<file path="src/rtl/full_adder.sv">
// One-bit full adder: combinational sum/carry for the ripple chain, plus a registered
// copy of the result and a saturating count of edges at which carry-out was high.
module full_adder #(
    parameter int unsigned CNT_W = 8
) (
    input  logic             clk,
    input  logic             rst,
    input  logic             a,
    input  logic             b,
    input  logic             c_in,
    output logic             s,
    output logic             c_out,
    output logic             s_q,
    output logic             c_out_q,
    output logic [CNT_W-1:0] carry_cnt
);

    logic             s_d;
    logic             c_out_d;
    logic [CNT_W-1:0] carry_cnt_d;
    logic [CNT_W-1:0] carry_cnt_q;

    // Carry-chain path: kept free of clk/rst so it stays valid during reset.
    always_comb begin
        s     = a ^ b ^ c_in;
        c_out = (a & b) | (a & c_in) | (b & c_in);
    end

    always_comb begin
        s_d         = s;
        c_out_d     = c_out;
        carry_cnt_d = carry_cnt_q;
        if (c_out && (carry_cnt_q != {CNT_W{1'b1}})) begin
            carry_cnt_d = carry_cnt_q + CNT_W'(1);
        end
    end

    always_ff @(posedge clk or posedge rst) begin
        if (rst) begin
            s_q         <= 1'b0;
            c_out_q     <= 1'b0;
            carry_cnt_q <= '0;
        end else begin
            s_q         <= s_d;
            c_out_q     <= c_out_d;
            carry_cnt_q <= carry_cnt_d;
        end
    end

    assign carry_cnt = carry_cnt_q;

endmodule

</file>
<file path="config.mk">
export PLATFORM = sky130hd
export DESIGN_NAME = full_adder
export DESIGN_NICKNAME = d
export VERILOG_FILES = /design/src/rtl/full_adder.sv
export SDC_FILE = /design/constraint.sdc
export NUM_CORES = 1
export LEC_CHECK = 0
export CORE_AREA = 5 5 42 44
export CTS_CLUSTER_SIZE = 24
export DETAILED_ROUTE_END_ITERATION = 12
export DIE_AREA = 0 0 47 49
export GPL_ROUTABILITY_DRIVEN = 0
export PLACE_DENSITY = 0.64
export SYNTH_ARGS = -nofsm -noshare
export SYNTH_HDL_FRONTEND = slang
export SYNTH_SLANG_ARGS = --single-unit
export TNS_END_PERCENT = 100
</file>
<file path="constraint.sdc">
create_clock -name clk -period 1.75 [get_ports clk]
set_clock_uncertainty 0.2 [all_clocks]
set_input_delay 0.35 -clock clk [delete_from_list [all_inputs] [get_ports clk]]
set_output_delay 0.35 -clock clk [all_outputs]
set_load 0.005 [all_outputs]
</file>
==> summary.md <==
| Metric | Value |
|---|---|
| Result of the run | `finished, final reports clean` |
| Net count after synthesis | `45` |
| Row count | `14` |
| Cell Area, Synth | `around 470 um2` |
| CTS clk-pin slew, worst paths | `~0.06 ns` |
| Buf+Inv Stages, Crit Path | `2` |
| Hold buffers post-CTS | `0` |
| Vias per cell | `~4.9` |
| CTS tree | `yes` |
| Critical Path Fanout Max | `2` |
| DRC viols | `0` |
| Sequential share of power | `33.9%` |
| First drt pass iteration count | `3` |
| Commonest cells after routing, fill and taps aside | `buf_4 (11), dfrtp_1 (9), clkdlybuf4s50_1 (9), xnor2_1 (4)` |
| Design area | `771 um2` |
| NetSw | `~0.33 mW` |
| Starting density of the core | `33.4%` |
| Yosys synthesis warning count | `0` |
| Hold_ws | `0.157 ns` |
| Worst Path Required | `1.20 ns` |
| Global-route wire length before repair | `1810 um` |
| Initial antenna violation count | `0` |
| Total CTS buffers | `3` |
| Clock sink total | `10` |
| CTS max path bufs | `2` |
| Crit path cell chain | `clkdlybuf4s15_1, fa_2, buf_2` |
| Layout cells sized above 1 | `between 30% and 40%` |
| Crit. End Element | `output pin` |
| Drt initial violations | `3` |
| Number of diodes | `0` |
| PortBufs | `16` |
| Clk Latency, worst-skew pair | `0.26 ns` |
| Cell Int Power | `0.755 mW` |
| Largest net degree at the start of global routing | `11` |
| Slowest stage delay, CP | `0.53 ns` |
| Most common cell after layout, fill and taps aside | `buf_4` |
| Vias in the first global route | `approximately 430` |
| Register area share after synthesis | `approximately 53%` |
| WL final | `about 1000 um` |
| Hpwl dp | `a little over 700 um` |
| Relative slew margins | `74.7%` |
| Hold Crit Class | `input port to async pin` |
| Delay-heaviest family, CP | `adder cells` |
| Layout net count | `78` |
| Sw Ratio | `30.6%` |
| Crit Path Category | `input port to output pin` |
| Max cap viols | `0` |
| Post-synth cell types | `20` |
| Logic pwr share | `52.0%` |
| Die area | `2300 um2` |
| Final Hold Vio Count | `0` |
| Synth Instances | `38` |
| Slowest CP cell | `fa_2` |
| Die height | `49 um` |
| Final period util | `97.7%` |
| Top-level I/O count | `17` |
| Layout area overhead | `64.7%` |
| Leak | `0.356 nW` |
| Final worst-path setup slack | `a little under 0.04 ns` |
| H-tree depth | `1` |
| GRT Residual Overflow | `0` |
| CTS root buffer | `clkbuf_4` |
| Power per cell area | `between 1000 and 1500 nW/um2` |
| Peak VDD IR | `0.000621 V` |
| Setup slack at placement | `-0.669 ns` |
| Dpl cell area | `673 um2` |
| Crit path launch type | `input port` |
| WL/cell | `11.7 um` |
| Clock share of power | `14.1%` |
| Syn avg cell area | `12.3 um2` |
| Slew Limit Fails | `0` |
| Fmax | `about 600 MHz` |
| Core ar. | `roughly 1400 um2` |
| Crit path time final | `1.71 ns` |
| Detail Route Antenna Nets | `0` |
| Die width | `47 um` |
| Arrival time at the worst endpoint | `1.16 ns` |
| Final setup fails | `0` |
| Global-route usage over all layers | `11.0%` |
| Fill cells | `135` |
| Slew @ Worst Pin | `0.378 ns` |
| Via count | `around 420` |
| Synth Register Bits | `10` |
-- power by group through the flow --
| stage | sequential (mW) | clock (mW) | combinational [mW] |
|---|---|---|---|
| after floorplan | 0.424 | 0 | 0.149 |
| after global placement | 0.431 | 0 | 0.377 |
| after detailed placement | 0.433 | 0 | 0.386 |
| after CTS | 0.370 | 0.157 | 0.577 |
| after global routing | 0.386 | 0.174 | 0.631 |
| final | 0.369 | 0.153 | 0.567 |
-- layout make-up --
type                       count  area [um2]  area share, %
inverter                       2        7.51          0.974
sequential                    10         251           32.6
multi-input combinational     26         225           29.2
timing repair buffer          28         244           31.7
clock buffer                   3        22.5           2.92
tap                           16        20.0           2.60
-- synthesized netlist by cell type --
cell type	n	area, um2
and3_1	1	6.26
fa_1	1	20.0
ha_1	1	12.5
o21ai_0	1	5.00
o21ai_2	1	8.76
o211ai_1	2	15.0
nand2b_1	1	6.26
nand3_1	2	10.0
dfrtp_1	10	250
xnor2_1	4	35.0
and4_1	2	17.5
a21oi_1	3	15.0
and2_1	1	6.26
a31oi_1	1	6.26
a21boi_0	1	7.51
nand2_1	1	3.75
mux2_1	1	11.3
inv_1	2	7.51
nand4_2	1	12.5
mux2_2	1	11.3
-- what timing repair did --
item,4_1_cts,5_1_grt
buffers inserted,9,0
endpoints found under the setup margin,15,4
hold endpoints to repair,0,0
pin swaps,2,1
resized for setup,18,4
-- path summary, 6_finish.rpt --
kind / from / to / slack (ns) / cells after the start
setup / recovery: a / s / 0.04 / 3
hold / removal: rst / s_q / 0.16 / 2
setup reg to reg: carry_cnt[0] / carry_cnt[6] / 0.07 / 5
hold reg to reg: carry_cnt[1] / carry_cnt[1] / 0.35 / 1
max in group asynchronous: rst / carry_cnt[3] / 0.90 / 2
min in group clk: c_in / s_q / 0.21 / 2
-- state kept, by name, summed over array words and instances, names as in the netlist --
| signal | cells |
|---|---|
| carry_cnt | 8 |
| c_out_q | 1 |
| s_q | 1 |
-- metal layers --
metal	part of all wire, %	track usage (%)
met1	42	14.2
met2	49	16.3
met4	3.2	6.91
met5	0	0
met3	5.6	2.21
-- kinds of logic (layout without fill, tap and decap cells) --
kind of cell,count (synthesis),in the layout,share of synthesized area (%)
AO/OA/AOI/OAI,9,9,12.3
AND/OR/NAND/NOR,9,9,13.4
XOR/XNOR,4,4,7.49
adder cells (fa/ha/maj),2,2,6.95
multiplexers,2,2,4.81
buffers and inverters,2,33,1.60
flip-flops,10,10,53.5
-- metrics by stage --
stage | instances | TNS, ns | utilization [%] | power (mW)
6_report | 85 | 0 | 55.0 | 1.09
4_1_cts | 85 | 0 | 54.6 | 1.10
2_1_floorplan | 38 | 0 | - | 0.573
3_5_place_dp | 73 | -3.91 | 48.0 | 0.819
5_1_grt | 85 | -0.00973 | 55.0 | 1.19
3_3_place_gp | 73 | -3.81 | 48.0 | 0.809
No activity file was read; power rests on OpenSTA's default activity.
